[src/rtl/end_frame_encoder.sv]
// rtl/end_frame_encoder.sv - Maple bus end-of-frame pattern generator (optional macro: MAPLE_EOF_OE_EN)
module end_frame_encoder #(
    parameter int TICK_DIV = 4,
    parameter int CNT_W    = 8
) (
    input  logic clk,
    input  logic reset,
    input  logic start,
    output logic sdcka_out,
    output logic sdckb_out,
`ifdef MAPLE_EOF_OE_EN
    output logic sdcka_oe,
    output logic sdckb_oe,
`endif
    output logic busy,
    output logic done
);

    typedef enum logic [2:0] {
        IDLE    = 3'd0,
        B_FALL  = 3'd1,
        A_LOW1  = 3'd2,
        A_HIGH1 = 3'd3,
        A_LOW2  = 3'd4,
        A_HIGH2 = 3'd5,
        B_RISE  = 3'd6,
        DONE    = 3'd7
    } state_t;

    // Phase states are encoded consecutively so "next phase" is state + 1.
    localparam logic [CNT_W-1:0] LAST_TICK = CNT_W'(TICK_DIV - 1);

    state_t           state_q, state_d;
    logic [CNT_W-1:0] cnt_q, cnt_d;
    logic             sdcka_d, sdckb_d, busy_d, done_d;

    // Next state and phase-hold counter; start is only looked at in IDLE.
    always_comb begin
        state_d = state_q;
        cnt_d   = cnt_q;
        case (state_q)
            IDLE: begin
                cnt_d = '0;
                if (start) begin
                    state_d = B_FALL;
                end
            end
            DONE: begin
                cnt_d   = '0;
                state_d = IDLE;
            end
            default: begin
                if (cnt_q == LAST_TICK) begin
                    cnt_d   = '0;
                    state_d = state_t'(state_q + 3'd1);
                end else begin
                    cnt_d = cnt_q + 1'b1;
                end
            end
        endcase
    end

    // Output levels decoded from the next state so the registered outputs line up with the state register.
    always_comb begin
        sdcka_d = !((state_d == A_LOW1) || (state_d == A_LOW2));
        sdckb_d = (state_d == IDLE) || (state_d == B_RISE) || (state_d == DONE);
        busy_d  = (state_d != IDLE);
        done_d  = (state_d == DONE);
    end

    // State, counter and all bus/status outputs; reset drops the bus to idle-high immediately.
    always_ff @(posedge clk) begin
        if (reset) begin
            state_q   <= IDLE;
            cnt_q     <= '0;
            sdcka_out <= 1'b1;
            sdckb_out <= 1'b1;
            busy      <= 1'b0;
            done      <= 1'b0;
`ifdef MAPLE_EOF_OE_EN
            sdcka_oe  <= 1'b0;
            sdckb_oe  <= 1'b0;
`endif
        end else begin
            state_q   <= state_d;
            cnt_q     <= cnt_d;
            sdcka_out <= sdcka_d;
            sdckb_out <= sdckb_d;
            busy      <= busy_d;
            done      <= done_d;
`ifdef MAPLE_EOF_OE_EN
            sdcka_oe  <= busy_d;
            sdckb_oe  <= busy_d;
`endif
        end
    end

endmodule
[config.mk]
export PLATFORM = sky130hd
export DESIGN_NAME = end_frame_encoder
export DESIGN_NICKNAME = d
export VERILOG_FILES = /design/src/rtl/end_frame_encoder.sv
export SDC_FILE = /design/constraint.sdc
export NUM_CORES = 1
export LEC_CHECK = 0
export CORE_UTILIZATION = 45
export CTS_CLUSTER_DIAMETER = 100
export CTS_CLUSTER_SIZE = 24
export DETAILED_ROUTE_END_ITERATION = 8
export PLACE_DENSITY_LB_ADDON = 0.12
export SLEW_MARGIN = 40
export SYNTH_ARGS = -nofsm -noshare
export SYNTH_HDL_FRONTEND = slang
export SYNTH_SLANG_ARGS = --single-unit
[constraint.sdc]
create_clock -name clk -period 2.62 [get_ports clk]
set_clock_uncertainty 0.1 [all_clocks]
set_input_delay 0.655 -clock clk [delete_from_list [all_inputs] [get_ports clk]]
set_output_delay 0.655 -clock clk [all_outputs]
set_load 0.005 [all_outputs]
# == Word-level counts from Yosys, hierarchy flattened ==
# Index checks and enable logic that the tools add are counted.
# classes
n_addsub,2
n_eq_ne,6
mux,3
n_reduce_logical,8
# ops
operator,n
"3-bit == test, second input constant",4
"8-bit by 1-bit adder with 8-bit output, second input constant",1
"8-bit by 2-bit == test with 1-bit output, second input constant",1
3-bit zero test,2
3-bit two-way mux,2
3-bit case mux with 2 select lines,1
4-bit OR reduction,1
"3-bit by 1-bit adder with 3-bit output, second input constant",1
"3-bit by 2-bit == test with 1-bit output, second input constant",1
1-bit logical OR,3
3-bit nonzero test,1
1-bit zero test,1
# totals
ff_bits,15
in_bits,3
out_inout_bits,4
word_cells,25

# == Depth between registers and ports, before layout ==
# Gate-level depths: netlist of run 1.
# depth
ltp_word,6
mapped_depth,7
ltp_nobuf,7

# == Worst setup path before layout of run 1 ==
# OpenSTA, ideal clock, no wires.
# synth_path
path_type,register to register
start,reg state_q[0]
end,reg sdckb_out
setup_time_ns,0.120
t_arrival_ns,1.701
required_time_ns,2.400
setup_slack_ns,0.700
stages_incl_launch_ff,8
n_path_buf,0
synth_period_minus_slack_ns,1.920
cell_sequence,dfxtp_1 -> inv_1 -> ha_1 -> mux2_2 -> a211oi_2 -> nor3b_4 -> and2_2 -> a211o_1
# synth_between
elab_chain_len,6
# synth_lines
element,line_no,source
"start, declared",33,"state_t state_q, state_d;"
"start signal, assigned",85,state_q <= state_d;
3-bit by 1-bit adder with 3-bit output,55,state_d = state_t'(state_q + 3'd1);
3-bit two-way mux,53,if (cnt_q == LAST_TICK) begin
3-bit case mux with 2 select lines *,41,case (state_q)
3-bit == test or 3-bit zero test (tied branches),66,sdckb_d = (state_d == IDLE) || (state_d == B_RISE) || (state_d == DONE);
1-bit logical OR,66,
1-bit logical OR *,66,
"end signal, assigned",88,sdckb_out <= sdckb_d;
"end, declared",10,"output logic sdckb_out,"
# Mark *: on every way between the ends. The rest lies on a longest branch, timed or not.
# A chain may end at the register's enable or synchronous reset.

# == Worst setup path in the final report of run 1 ==
# layout_path
start,reg state_q[0]
end,reg sdcka_out
# layout_between
elab_chain_len,6
# layout_lines
element,line_no,source
3-bit by 1-bit adder with 3-bit output,55,
3-bit two-way mux,53,
3-bit case mux with 2 select lines *,41,
3-bit by 2-bit == test with 1-bit output or 3-bit == test (tied branches),65,sdcka_d = !((state_d == A_LOW1) || (state_d == A_LOW2));
1-bit logical OR *,65,
1-bit zero test *,65,
"end signal, assigned",87,sdcka_out <= sdcka_d;
"end, declared",9,"output logic sdcka_out,"
# Marks and branches as above.

==> qor.txt, run 1 <==
largest area contributor in the netlist -> dfxtp_1
Num Clock Sinks -> 15
Bufs and invs on worst path -> 1
crit-path max FO -> 5
CTS tree -> done
drt wl/cell -> 11.1 um
# Max-Cap Violations -> 0
n_diodes -> 0
worst endpoint data arrival time -> 2.11 ns
top post-synthesis cells by area -> dfxtp_1 43%, xnor2_1 6.3%, ha_1 5.4%, nor2_1 5.4%, xor2_1 3.8%
FILL cells -> 132
via count of the first global-routing pass -> 409
CTS resizes -> 0
worst slew pin tran -> 0.469 ns
share of the synthesized area in the top cell type -> 43.3%
I/O Pins -> 7
hpwl dp -> 821 um
final core occ -> 58.5%
#FFs+latches synth -> 15
average size of a mapped cell -> 9.90 um2
delay-heaviest family, CP -> simple AND/OR/NAND/NOR gates
Post-Syn Area -> 693 um2
CTS Hold Buffers Added -> 0
CP max stage cell -> dfxtp_1
CP startpoint kind -> register
Clock Tree Root -> clkbuf_4
Layout area overhead -> 15.3%
crit path cell chain -> inv_1 -> ha_1 -> mux2_2 -> a211oi_2 -> nor3b_4 -> xnor2_1 -> or3_1
CP required -> 2.69 ns
Pre-Repair DR Iteration Count -> 2
clock transition at the registers of the reported paths -> 0.08 ns
ANT nets after route -> 0
leak pwr -> 0.000302 uW
share of cells above drive strength 1 -> 12.5%
Inserted Clock Buffers -> 3
drt total wl -> 1050 um
GRT Overall Usage -> 16.6%
Die H -> 41.2 um
total number of vias -> 488
Post-CTS Setup Inserts -> 0
H-tree levels -> 1
Clk Latency, worst-skew pair -> 0.28 ns
RSZ-0062 raised after global routing -> false
Slew headroom -> 68.7%
pin count of the biggest net entering global routing -> 10
Clock Tree Buf Depth -> 2
TNS Setup -> 0 ns
routability cong. -> 0.803
total die area -> 1700 um2
Yosys cell types -> 27
Final Critical Period -> 2.05 ns
setup violators final -> 0
Syn Nets -> 76
CP Capture Type -> register
First DRT Iteration DRCs -> 2
vias per cell -> 5.14
FF/Latch Area -> 300 um2
worst vdd ir -> 0.365 mV
register area share after synthesis -> 43.3%
first-pass GRT wire length -> 1710 um
# nets final -> 87
die width -> 41.2 um
Syn Inst Count -> 70
row count -> 13
Final WS setup -> 0.572 ns
final worst path period share -> 78.2%
Fmax -> 0.488 GHz
Port Buffer Count -> 6
status -> complete, no violations
Hold WC Path Type -> register to register
Place WS -> 0.372 ns
Initial Util -> 50.7%
Multi-input gate area -> 378 um2
synth warn -> 0
max incr delay on CP -> 0.37 ns
PD cells -> 507 nW/um2
Final Hold Vio Count -> 0
Core Area -> 1370 um2
drc violations -> 0
initial antenna violation count -> 0
grt ovf -> 0
Slew Viols, Final -> 0
kind of critical path -> register to register
-- cells in the final DEF (no fill, tap or decap), drive strengths merged, types with 2 or more instances in the layout --
cell / n
inv: 4
nand4: 2
nor3: 2
dfxtp: 15
nor2: 10
nand2: 3
clkdlybuf4s50: 6
o21ai: 3
xnor2: 5
clkbuf: 3
nand3: 2
nor3b: 3
nor2b: 2
xor2: 3
and3: 2
ha: 3
-- sequential cells by signal, summed over array words and instances (netlist names) --
name	count
busy	1
cnt_q	8
done	1
sdcka_out	1
sdckb_out	1
state_q	3
-- cell families after synthesis --
| family | synth area share [%] |
|---|---|
| buffers and inverters | 2.17 |
| AOI/OAI and AO/OA | 7.76 |
| and+or+nand+nor | 28.2 |
| xor gates and xnor gates | 10.1 |
| muxes | 3.07 |
| adders and majority gates | 5.42 |
| DFF | 43.3 |
-- metal layers --
layer	global-route usage (%)	up-vias	share of wire (%)	routed length [um]
li1	-	267	-	-
met1	21.9	214	52	550
met2	22.7	5	42	438
met3	9.78	2	4.7	49
met4	4.84	0	1.2	13
met5	0	-	0	0
-- cells in the mapped netlist (all sizes together) --
| cell type | n |
|---|---|
| a211o | 1 |
| a211oi | 1 |
| a32oi | 1 |
| and2 | 1 |
| and3 | 2 |
| and4 | 1 |
| dfxtp | 15 |
| ha | 3 |
| inv | 4 |
| mux2 | 1 |
| mux2i | 1 |
| nand2 | 3 |
| nand2b | 1 |
| nand3 | 2 |
| nand4 | 2 |
| nor2 | 10 |
| nor2b | 2 |
| nor3 | 2 |
| nor3b | 3 |
| nor4 | 1 |
| o21ai | 3 |
| o22a | 1 |
| or3 | 1 |
| xnor2 | 5 |
| xor2 | 3 |
-- final timing paths --
| kind | start | endpoint | depth (start not counted) | slack [ns] |
|---|---|---|---|---|
| worst max-delay path | state_q[0] | sdcka_out | 7 | 0.57 |
| worst min-delay path | cnt_q[0] | cnt_q[0] | 1 | 0.38 |
| worst min register to register | cnt_q[0] | cnt_q[0] | 1 | 0.38 |
| worst max register to register | state_q[0] | sdcka_out | 7 | 0.57 |
-- power by group --
group | total, uW | internal (uW) | leakage [uW] | switching, uW
Combinational | 40.2 | 20.3 | 0.000163 | 19.9
Sequential | 239 | 235 | 0.000122 | 4.23
Clock | 126 | 56.6 | 0.0000177 | 69.1
-- per-stage QoR --
step           cell area [um2]  cells  power, uW  hold slack [ns]
3_3_place_gp               772     91        285            0.346
3_5_place_dp               772     91        285            0.362
6_report                   800     95        405            0.375
4_1_cts                    800     95        415            0.383
2_1_floorplan              693     70        268            0.326
5_1_grt                    800     95        432            0.399
-- worst reg2reg max path, delay by kind of cell (launching register included) --
family | cells | cell delay, ns
adder cells (fa/ha/maj) | 1 | 0.23
buffers and inverters | 1 | 0.08
flip-flops | 1 | 0.37
AND/OR/NAND/NOR | 2 | 0.44
multiplexers | 1 | 0.30
AO/OA/AOI/OAI | 1 | 0.27
XOR/XNOR | 1 | 0.13
-- area by class of cell --
| cell class | count | share of cell area, % |
|---|---|---|
| clock inverter | 1 | 0.626 |
| tap | 15 | 2.35 |
| timing repair buffer | 6 | 7.51 |
| sequential | 15 | 37.6 |
| clock buffer | 3 | 2.82 |
| inverter | 4 | 1.88 |
| multi-input combinational | 51 | 47.3 |
(Power assumes the default switching activity.)
==> run 2: changes to the inputs <==
Clock period 2.62 ns to 1.72 ns, I/O delays scaled along.
==> qor.txt, run 2 (same netlist as run 1, synthesis figures left out) <==
placed cell count -> 108
Clock Tree Root -> clkbuf_4
post-placement cell area -> 956 um2
row count -> 13
drt wl/cell -> 12.8 um
fin area -> 1050 um2
kind of critical path -> register to register
ANT nets after route -> 0
total number of vias -> 612
initial antenna violation count -> 0
CTS tree -> done
first-pass GRT wire length -> 2240 um
r2r worst-path depth -> 7
H-tree levels -> 1
Core Area -> 1370 um2
drc violations -> 0
die width -> 41.2 um
GR Util met1 -> 24.0%
hold depth -> 2
GRT Overall Usage -> 20.6%
# nets final -> 110
failing checks -> setup timing
status -> finished, violations left
Layout area overhead -> 51.1%
crit path cell chain -> ha_4 -> nor3b_4 -> nand2_1 -> xnor2_1 -> o22a_1 -> buf_4 -> nor3_1
CTS Hold Buffers Added -> 0
Hold WC Path Type -> register to register
gr busiest metal -> met2
CP startpoint kind -> register
worst vdd ir -> 0.637 mV
crit path from -> cnt_q[0]
total power -> 686 uW
Final WS setup -> -0.128 ns
Initial Util -> 50.7%
Slew headroom -> 68.9%
CP max stage cell -> dfxtp_2
CP required -> 1.81 ns
leak pwr -> 0.000421 uW
final worst path period share -> 107%
Pre-Repair DR Iteration Count -> 4
Reg with most FFs -> cnt_q
R2R Path Start -> cnt_q[0]
I/O Pins -> 7
RSZ-0062 raised after global routing -> true
share of cells above drive strength 1 -> 43.7%
routability cong. -> 0.750
vias per cell -> 5.19
Layout Cells excl Fill -> 118
Clock Tree Buf Depth -> 2
met2 usage -> 34.8%
First DRT Iteration DRCs -> 8
Hold Path Origin -> cnt_q[1]
Inserted Clock Buffers -> 3
n_diodes -> 0
biggest regs -> cnt_q: 8 flops, state_q: 3 flops
max reg flops -> 8
max incr delay on CP -> 0.36 ns
total die area -> 1700 um2
Die H -> 41.2 um
pin count of the biggest net entering global routing -> 9
worst slew pin tran -> 0.466 ns
setup violators final -> 5
# Max-Cap Violations -> 0
grt met3 use -> 5.98%
Num Clock Sinks -> 15
Final Critical Period -> 1.85 ns
crit-path max FO -> 4
PD cells -> 655 nW/um2
via count of the first global-routing pass -> 535
Slew Viols, Final -> 0
Clk Latency, worst-skew pair -> 0.28 ns
drt total wl -> 1510 um
clock transition at the registers of the reported paths -> 0.09 ns
Port Buffer Count -> 6
most common cell after layout, fill and taps aside -> buf_4
Fmax -> 0.541 GHz
grt ovf -> 0
CP Capture Type -> register
hpwl dp -> 1060 um
most frequent cells in the layout -> 23 x buf_4, 11 x dfxtp_1, 8 x nor2_1, 6 x clkdlybuf4s50_1, 5 x xnor2_1
Final Hold Vio Count -> 0
worst endpoint data arrival time -> 1.94 ns
run 2: changes by cell type in the layout (fill, tap and decap cells not counted), sizes merged:
cell / before / now
buf: 0 / 23
clkbuf: 3 / 4
clkinv: 1 / 0
run 2: final cells by class:
type	instances	area (um2)
multi-input combinational	51	447
fill	90	319
inverter	4	17.5
clock buffer	4	26.3
tap	15	18.8
sequential	15	305
timing repair buffer	29	233
run 2: path summary, 6_finish.rpt:
kind                                  to  slack (ns)
worst min register to register  cnt_q[1]        0.52
worst min-delay path            cnt_q[1]        0.52
worst max-delay path                done       -0.13
worst max register to register      done       -0.13
run 2: critical path: cells and delay by family (launching register included):
family | cells | cell delay, ns
flip-flops | 1 | 0.36
AO/OA/AOI/OAI | 1 | 0.24
adder cells (fa/ha/maj) | 1 | 0.13
AND/OR/NAND/NOR | 3 | 0.62
XOR/XNOR | 1 | 0.16
buffers and inverters | 1 | 0.15
run 2: where the power goes:
group | leakage [uW] | switching, uW | internal (uW)
combinational | 0.000283 | 49.2 | 67.0
clock | 0.0000150 | 113 | 90.0
sequential | 0.000123 | 7.17 | 359
total | 0.000421 | 170 | 516
run 2: what timing repair did:
action	CTS	global route
endpoints found under the setup margin	2	12
pin swaps	4	5
setup buffers	4	2
gates resized for setup	3	3
endpoints found under the hold margin	0	0
run 2: through the flow:
| stage | hold WS [ns] | TNS (ns) | worst slack, ns | util (%) |
|---|---|---|---|---|
| final | 0.516 | -0.477 | -0.128 | 76.6 |
| after global routing | 0.537 | -0.885 | -0.213 | 76.6 |
| after CTS | 0.447 | -0.381 | -0.136 | 74.6 |
| after detailed placement | 0.426 | -0.342 | -0.208 | 70.0 |
| after global placement | 0.416 | -0.320 | -0.184 | 70.0 |
| after floorplan | 0.328 | -0.0537 | -0.0426 | - |
run 2: routing by layer:
layer / wire length (um) / vias up / share of wire (%)
met5: 0 / - / 0
li1: - / 308 / -
met1: 728 / 289 / 48
met3: 53 / 2 / 3.5
met4: 9 / 0 / 0.60
met2: 714 / 13 / 47
==> run 3: changes to the inputs <==
--- a/constraint.sdc
+++ b/constraint.sdc
@@ -4,2 +4,2 @@
 set_output_delay 0.43 -clock clk [all_outputs]
-set_load 0.005 [all_outputs]
+set_load 0.1 [all_outputs]
==> qor.txt, run 3 (same netlist as run 1, synthesis figures left out) <==
Comb pwr share -> 21.8%
row count -> 13
Reg power frac -> 50.3%
cell count along the critical path -> 7
drt total wl -> 1430 um
# Max-Cap Violations -> 0
Reg with most FFs -> cnt_q
Hold WC Path Type -> register to register
n_diodes -> 0
status -> finished, violations left
Final Hold Vio Count -> 0
Fmax -> 0.542 GHz
CP required -> 1.80 ns
worst vdd ir -> 0.554 mV
r2r worst-path depth -> 7
Bufs and invs on worst path -> 1
RSZ-0062 raised after global routing -> true
Clk Latency, worst-skew pair -> 0.29 ns
leak pwr -> 0.000437 uW
R2R Path Start -> state_q[0]
Slew Viols, Final -> 0
# nets final -> 107
final core occ -> 78.0%
reg-to-reg endpoint -> sdcka_out
Hold Path Origin -> cnt_q[0]
via count of the first global-routing pass -> 555
post-placement cell area -> 1000 um2
Pre-Repair DR Iteration Count -> 4
vias per cell -> 4.96
placed cell count -> 109
first-pass GRT wire length -> 2210 um
CTS Hold Buffers Added -> 0
CTS tree -> done
Clock Tree Buf Depth -> 2
delay-heaviest family, CP -> simple AND/OR/NAND/NOR gates
Num Clock Sinks -> 15
share of cells above drive strength 1 -> 46.0%
drc violations -> 0
die width -> 41.2 um
kind of critical path -> register to register
CP max stage cell -> dfxtp_2
biggest regs -> cnt_q: 8 flops, state_q: 3 flops
Layout area overhead -> 53.8%
total number of vias -> 570
Final Critical Period -> 1.85 ns
Clock Tree Root -> clkbuf_4
fin area -> 1070 um2
Final WS setup -> -0.126 ns
crit path capture -> sdcka_out
I/O Pins -> 7
CP Capture Type -> register
final hold slack -> 0.522 ns
Place WS -> -0.246 ns
CP startpoint kind -> register
Slew headroom -> 71.5%
crit path cell chain -> inv_2 -> ha_4 -> mux2_4 -> a211oi_4 -> nor3b_4 -> xnor2_1 -> or3_1
hpwl dp -> 1120 um
crit-path max FO -> 5
routability cong. -> 0.774
P_sw -> 207 uW
crit path from -> state_q[0]
Cell Int Power -> 526 uW
GRT Overall Usage -> 21.6%
max incr delay on CP -> 0.36 ns
Port Buffer Count -> 6
Core Area -> 1370 um2
grt ovf -> 0
Die H -> 41.2 um
clock transition at the registers of the reported paths -> 0.09 ns
most common cell after layout, fill and taps aside -> buf_4
First DRT Iteration DRCs -> 4
ANT nets after route -> 0
H-tree levels -> 1
FILL cells -> 103
most frequent cells in the layout -> 20 x buf_4, 11 x dfxtp_1, 9 x nor2_1
worst reg2reg setup slack -> -0.13 ns
Inserted Clock Buffers -> 3
drt wl/cell -> 12.4 um
Switching Share -> 28.3%
pin count of the biggest net entering global routing -> 9
total die area -> 1700 um2
clock power share -> 27.8%
max reg flops -> 8
setup violators final -> 2
initial antenna violation count -> 0
failing checks -> setup timing
PD cells -> 687 nW/um2
worst endpoint data arrival time -> 1.93 ns
final worst path period share -> 107%
Initial Util -> 50.7%
Layout Cells excl Fill -> 115
worst slew pin tran -> 0.427 ns
-- run 3: cell count changes in the layout (fill, tap and decap cells not counted), sizes merged --
cell,delta
clkdlybuf4s50,-4
buf,+1
-- run 3: power by group through the flow --
| stage | sequential [uW] | clock, uW | combinational, uW |
|---|---|---|---|
| floorplan | 410 | 0 | 45.1 |
| global placement | 376 | 0 | 143 |
| detailed placement | 377 | 0 | 145 |
| CTS | 369 | 211 | 153 |
| global route | 370 | 225 | 170 |
| finish | 369 | 204 | 160 |
-- run 3: how the worst min path moves through the flow --
stage | end | slack, ns | cells past startpoint
after floorplan | cnt_q[0] | 0.33 | 1
after global placement | cnt_q[0] | 0.42 | 2
after detailed placement | cnt_q[0] | 0.43 | 2
after CTS | cnt_q[0] | 0.44 | 2
after global routing | cnt_q[1] | 0.55 | 2
final | cnt_q[1] | 0.52 | 2
-- run 3: per-stage QoR --
stage,setup TNS (ns),total power [uW]
2_1_floorplan,-0.0537,455
3_3_place_gp,-0.326,519
3_5_place_dp,-0.519,522
4_1_cts,-0.213,732
5_1_grt,-0.539,766
6_report,-0.232,733
-- run 3: layer usage --
metal	up-vias	wire length (um)	part of all wire, %	track usage (%)
met1	253	655	46	22.3
met4	0	30	2.1	9.68
met3	4	66	4.6	9.78
li1	303	-	-	-
met2	10	675	47	37.1
met5	-	0	0	0
-- run 3: timing repair --
item / in CTS / in global routing
setup endpoints to repair: 2 / 12
resized for setup: 3 / 2
setup buffers: 1 / 1
pin swaps: 1 / 4
-- run 3: area by class of cell --
type,count,area (um2),share of cell area (%)
sequential,15,305,28.6
multi-input combinational,51,448,42.0
inverter,4,17.5,1.64
clock buffer,4,26.3,2.46
timing repair buffer,26,250,23.5
tap,15,18.8,1.76
-- run 3: worst min-delay path: stages (launching register included) --
cell     delay (ns)
dfxtp_2        0.36
ha_4           0.12
and3_1         0.12
